<file path="src/rtl/ex_result_stage.sv">
// rtl/ex_result_stage.sv - execute-to-memory result stage with two-entry skid buffer
// Captures ALU result/flags with branch metadata, resolves taken, and hands off via valid/ready.
module ex_result_stage #(
  parameter int DATA_W = 32,
  parameter int RD_W   = 5,
  parameter int CNT_W  = 16
) (
  input  logic              clk,
  input  logic              rst,
  input  logic              flush,
  input  logic              in_valid,
  output logic              in_ready,
  input  logic [DATA_W-1:0] alu_out,
  input  logic              alu_zero,
  input  logic              alu_minus,
  input  logic [RD_W-1:0]   in_rd,
  input  logic              in_reg_write,
  input  logic [2:0]        in_br_type,
  input  logic [DATA_W-1:0] in_br_target,
  output logic              out_valid,
  input  logic              out_ready,
  output logic [DATA_W-1:0] out_result,
  output logic              out_zero,
  output logic              out_minus,
  output logic [RD_W-1:0]   out_rd,
  output logic              out_reg_write,
  output logic              out_taken,
  output logic [DATA_W-1:0] out_target,
  output logic [CNT_W-1:0]  taken_count
);

  typedef struct packed {
    logic [DATA_W-1:0] result;
    logic              zero;
    logic              minus;
    logic [RD_W-1:0]   rd;
    logic              reg_write;
    logic              taken;
    logic [DATA_W-1:0] target;
  } entry_t;

  entry_t           main_q;
  entry_t           skid_q;
  entry_t           in_entry;
  logic             main_valid;
  logic             skid_valid;
  logic             taken_in;
  logic             accept;
  logic             deliver;
  logic [CNT_W-1:0] count_q;

  // Branch condition is resolved once, at capture, from the incoming flags.
  always_comb begin
    taken_in = 1'b0;
    case (in_br_type)
      3'b001:  taken_in = alu_zero;
      3'b010:  taken_in = !alu_zero;
      3'b011:  taken_in = alu_minus;
      3'b100:  taken_in = !alu_minus;
      default: taken_in = 1'b0;
    endcase
  end

  always_comb begin
    in_entry           = '0;
    in_entry.result    = alu_out;
    in_entry.zero      = alu_zero;
    in_entry.minus     = alu_minus;
    in_entry.rd        = in_rd;
    in_entry.reg_write = in_reg_write;
    in_entry.taken     = taken_in;
    in_entry.target    = in_br_target;
  end

  // Ready depends only on skid occupancy, so there is no path from out_ready.
  assign in_ready = !skid_valid;
  assign accept   = in_valid && in_ready;
  assign deliver  = main_valid && out_ready;

  always_ff @(posedge clk) begin
    if (rst) begin
      main_q     <= '0;
      skid_q     <= '0;
      main_valid <= 1'b0;
      skid_valid <= 1'b0;
      count_q    <= '0;
    end else begin
      // A deliver in a flush cycle still reaches downstream, so it is counted.
      if (deliver && main_q.taken)
        count_q <= count_q + 1'b1;

      if (flush) begin
        main_valid <= 1'b0;
        skid_valid <= 1'b0;
      end else if (!main_valid || deliver) begin
        if (skid_valid) begin
          main_q     <= skid_q;
          main_valid <= 1'b1;
          if (accept)
            skid_q <= in_entry;
          skid_valid <= accept;
        end else begin
          if (accept)
            main_q <= in_entry;
          main_valid <= accept;
        end
      end else if (accept) begin
        skid_q     <= in_entry;
        skid_valid <= 1'b1;
      end
    end
  end

  assign out_valid     = main_valid;
  assign out_result    = main_q.result;
  assign out_zero      = main_q.zero;
  assign out_minus     = main_q.minus;
  assign out_rd        = main_q.rd;
  assign out_reg_write = main_q.reg_write;
  assign out_taken     = main_q.taken;
  assign out_target    = main_q.target;
  assign taken_count   = count_q;

endmodule

</file>
<file path="config.mk">
export PLATFORM = sky130hd
export DESIGN_NAME = ex_result_stage
export DESIGN_NICKNAME = d
export VERILOG_FILES = /design/src/rtl/ex_result_stage.sv
export SDC_FILE = /design/constraint.sdc
export NUM_CORES = 1
export LEC_CHECK = 0
export CAP_MARGIN = 0
export CORE_ASPECT_RATIO = 0.7
export CORE_MARGIN = 2
export CORE_UTILIZATION = 30
export DETAILED_ROUTE_END_ITERATION = 8
export PLACE_DENSITY = 0.57
export SYNTH_ARGS = -nofsm -noshare
export SYNTH_HDL_FRONTEND = slang
export SYNTH_SLANG_ARGS = --single-unit
</file>
<file path="constraint.sdc">
create_clock -name clk -period 2.2 [get_ports clk]
set_clock_uncertainty 0.2 [all_clocks]
set_input_delay 0.33 -clock clk [delete_from_list [all_inputs] [get_ports clk]]
set_output_delay 0.33 -clock clk [all_outputs]
set_load 0.1 [all_outputs]
</file>
==> reports/summary.md <==
The flip-flop and latch count after synthesis came out at 164. The run gives 17 as the number of buffers created by CTS. After the first detailed-routing iteration, the DRC count stood at 298.

Cell with the biggest individual delay on the critical path: dfxtp_4. The number of antenna diodes in the final layout is 0. STA classifies the critical path endpoint as an output port. Global routing used 15.37% of the available tracks. Least setup slack across all paths after layout: 0.2380 ns. The die is 181.0 um wide. OpenSTA, run right after detailed placement, puts the worst setup slack at -0.1594 ns. The logs give 17.72 mm for the total length of routed wires and 49.88% for the sequential element share of the synthesized area.

Once the floorplan was initialized, standard cells occupied 30.45% of the core. Of all nets on the critical path, the largest fanout is 37. Vias after detailed routing: 5606.

The most used flip-flop cell after synthesis is dfxtp_1. The utilization after layout was 42.47%. Yosys printed 0 warnings. After detailed placement, the design holds a cell count of 1167.

For the post-synthesis cell count, the log shows 746. Total of hold buffers inserted after clock tree synthesis: 0. Initial antenna violation count: 1.

The run gives 5257 as the number of global-route vias before repair. The power per cell area is 808.8 nW/um^2, and the worst-skew pair later-pin latency is 0.42 ns. The HPWL reported at the end of detailed placement is 11.76 mm, and the growth of design area from synthesis to finish is 39.50%.

The die is 127.9 um tall. Counting cells, the worst reg-to-reg path comes to 4. Mean cell area of the mapped netlist: 8.824 um^2. The synthesized design spends more area on one cell type than any other, namely dfxtp_1.

The highest clock frequency the design can meet is 0.5097 GHz, and the max-slew violation total from the final report is 0. The run gives 0 ns as the accumulated negative setup slack. Summed over its instances, the top area cell type makes up 49.88% of the synthesized netlist area.

For the pin with the worst max-slew slack, the measured transition is 0.5633 ns. By area the synthesized netlist is led by dfxtp_1 (50%), mux2i_1 (11%), nand2_1 (8.6%). Setup violations remaining at the end of the flow were counted as 0.

The post-detailed-route count of antenna-violating nets was 0. Setup slack on the worst reg-to-reg path comes out at 0.36 ns. Entering global routing, the biggest net connects 49 pins.

Along the worst hold path, the cell count comes to 2. The arrival time at the worst endpoint is 1.43 ns. Hold timing on the final database bottoms out at a slack of 0.1969 ns. The cell area that synthesis handed to floorplanning was 6583 um^2.

The share of synthesized registers carrying an async set or reset was 0%. Number of enable-type register cells in the synthesized netlist: 0. The final period demand of the worst path is 1.962 ns. The first TritonRoute pass finished after 4 iterations. The H-tree was split into 4 levels. For the required time of the critical path, the log shows 1.67 ns. TritonCTS built the clock tree. For this run, design rule violations remaining after detail routing come to 0. In this run, post-CTS repair resized a total of 0 instances.

The count of buffers added on input and output ports is 170. The final layout contains 985 nets. The deepest clock path buffer count is 2. The path with the worst hold slack has its endpoint at taken_count[9]. The mean routed wirelength per cell works out to 14.77 um. After global routing the overflow that remains totals 0. The worst reg2reg path endpoint was taken_count[13].

For this run, the slowest stage of the critical path takes 0.40 ns. The number of nets handed over by synthesis was 827. IR analysis of the VDD net gives a maximum drop of 0.0004329 V.

The run finished with clean final reports. Counting every sink on the clock net gives 164. The number of different library cells used by synthesis comes to 43. At the end of routability-driven placement, the weighted congestion stood at 0.7364. The final critical path takes up 89.18% of the cycle.

The number of setup buffers added after CTS is 0. The floorplan has 45 rows. Setup repair after global routing left no endpoint under its margin. The core region is 21620 um^2. The tools report the hold violation count in the final report as 0.

The run gives 0 as the max-capacitance violation count. The worst register-to-register path begins at taken_count[3]. The critical path goes through buf_12 -> inv_1 -> buf_12. The clock transition at the register clock pins on the worst setup and hold paths after CTS came out at 0.06 ns.

The worst setup path is of the reg -> out kind. The most prevalent standard cell on the critical path is buf_12. The startpoint identified for the worst hold timing path is rst. Headroom to the max-slew limit came out at 62.44%. Cells with a size suffix above 1 make up 19.52% of the layout. The die covers 23160 um^2. In the routed layout, each cell is associated on average with a via count of 4.676.

The CTS root buffer was clkbuf_16. Leakage power summed over all cells: 3.276 nW. The tools report the startpoint type of the worst setup path as a flip-flop. The run gives 171 as the number of ports placed on the die boundary. Path class of the lowest-slack min-delay path: in -> reg. The number of standard cells in the final layout excluding fillers is 1199, and the first-pass GRT wire length is 28.36 mm.
==> flip-flops by register name, indices dropped and copies added (netlist names) <==
register and cells:
out_target 32, skid_valid 1, out_zero 1, skid_q 73
taken_count 16, out_rd 5, out_valid 1, out_minus 1
out_reg_write 1, out_taken 1, out_result 32
==> metrics by stage <==
stage          total power, mW  area (um^2)
2_1_floorplan            4.114         6610
3_3_place_gp             4.540         8597
3_5_place_dp             4.544         8597
4_1_cts                  7.539         9183
5_1_grt                  7.747         9183
6_report                 7.427         9183
==> report_power, final <==
group / switching (mW) / internal (mW) / total [mW] / leakage [nW]
Clock: 1.28 / 1.67 / 2.96 / 0.285
Combinational: 0.958 / 0.382 / 1.34 / 1.65
Sequential: 0.0635 / 3.07 / 3.13 / 1.34
Total: 2.30 / 5.12 / 7.43 / 3.28
==> logic make-up (layout without fill, tap and decap cells) <==
group           Yosys count  count (layout)  share of synthesized area [%]
flops                   164             164                          49.88
simple gates            274             274                          17.98
mux                      76              76                          11.67
buf+inv                  64             235                          3.972
compound gates          159             159                          15.24
fa+ha+maj                 1               1                         0.1900
xor+xnor                  8               8                          1.064
==> per-layer routing <==
layer  track usage, %  up-vias  part of all wire [%]
li1                 -     2904                     -
met5                0        -                     0
met3            5.142       12                   6.3
met4            4.209        0                   1.1
met1            22.50     2562                    53
met2            21.31      128                    40
==> synth_stat cells (2+ instances only) <==
| master | n |
|---|---|
| dfxtp_1 | 164 |
| nand2_1 | 150 |
| nor2_1 | 88 |
| a21oi_1 | 77 |
| a211oi_1 | 74 |
| mux2i_1 | 73 |
| clkbuf_1 | 34 |
| buf_2 | 17 |
| buf_1 | 9 |
| nand3_1 | 6 |
| inv_1 | 4 |
| xnor2_1 | 4 |
| xor2_1 | 4 |
| and3_1 | 3 |
| nor2b_1 | 3 |
| nor3_1 | 3 |
| and4_1 | 2 |
| nand4_1 | 2 |
| nand4_4 | 2 |
| nor4_1 | 2 |
| o21ai_0 | 2 |
| or3_1 | 2 |
==> layout make-up <==
| type | count | area, um^2 |
|---|---|---|
| sequential | 164 | 3314 |
| clock buffer | 19 | 464.2 |
| timing repair buffer | 199 | 1864 |
| clock inverter | 13 | 121.4 |
| tap | 282 | 352.8 |
| inverter | 4 | 15.01 |
| multi-input combinational | 518 | 3050 |
| fill | 2172 | 12440 |
==> worst max path at each step <==
stage                         from               to  slack (ns)  cells after the start
CTS                     skid_valid         in_ready        0.21                      3
detailed placement       out_ready  taken_count[13]       -0.16                      5
global route            skid_valid         in_ready        0.18                      3
floorplan           taken_count[3]  taken_count[13]       0.008                      4
global placement         out_ready  taken_count[13]       -0.15                      5
finish                  skid_valid         in_ready        0.24                      3
==> placed cells by master, fill, tap and decap left out, types with 4 or more instances in the layout <==
| cell | count |
|---|---|
| nand2_1 | 150 |
| xor2_1 | 4 |
| dfxtp_2 | 10 |
| dfxtp_1 | 149 |
| clkbuf_16 | 18 |
| mux2i_1 | 73 |
| inv_1 | 4 |
| a211oi_1 | 74 |
| buf_4 | 107 |
| clkdlybuf4s50_1 | 78 |
| a21oi_1 | 77 |
| dfxtp_4 | 5 |
| clkinv_2 | 4 |
| nor2_1 | 88 |
| xnor2_1 | 4 |
| buf_12 | 14 |
| nand3_1 | 5 |
==> worst max-delay path: cells and delay by family, from the launching register on <==
family                 cells  cell delay [ns]
DFF                        1             0.40
buffers and inverters      3             0.60
Power figures use the tool's default switching activity.
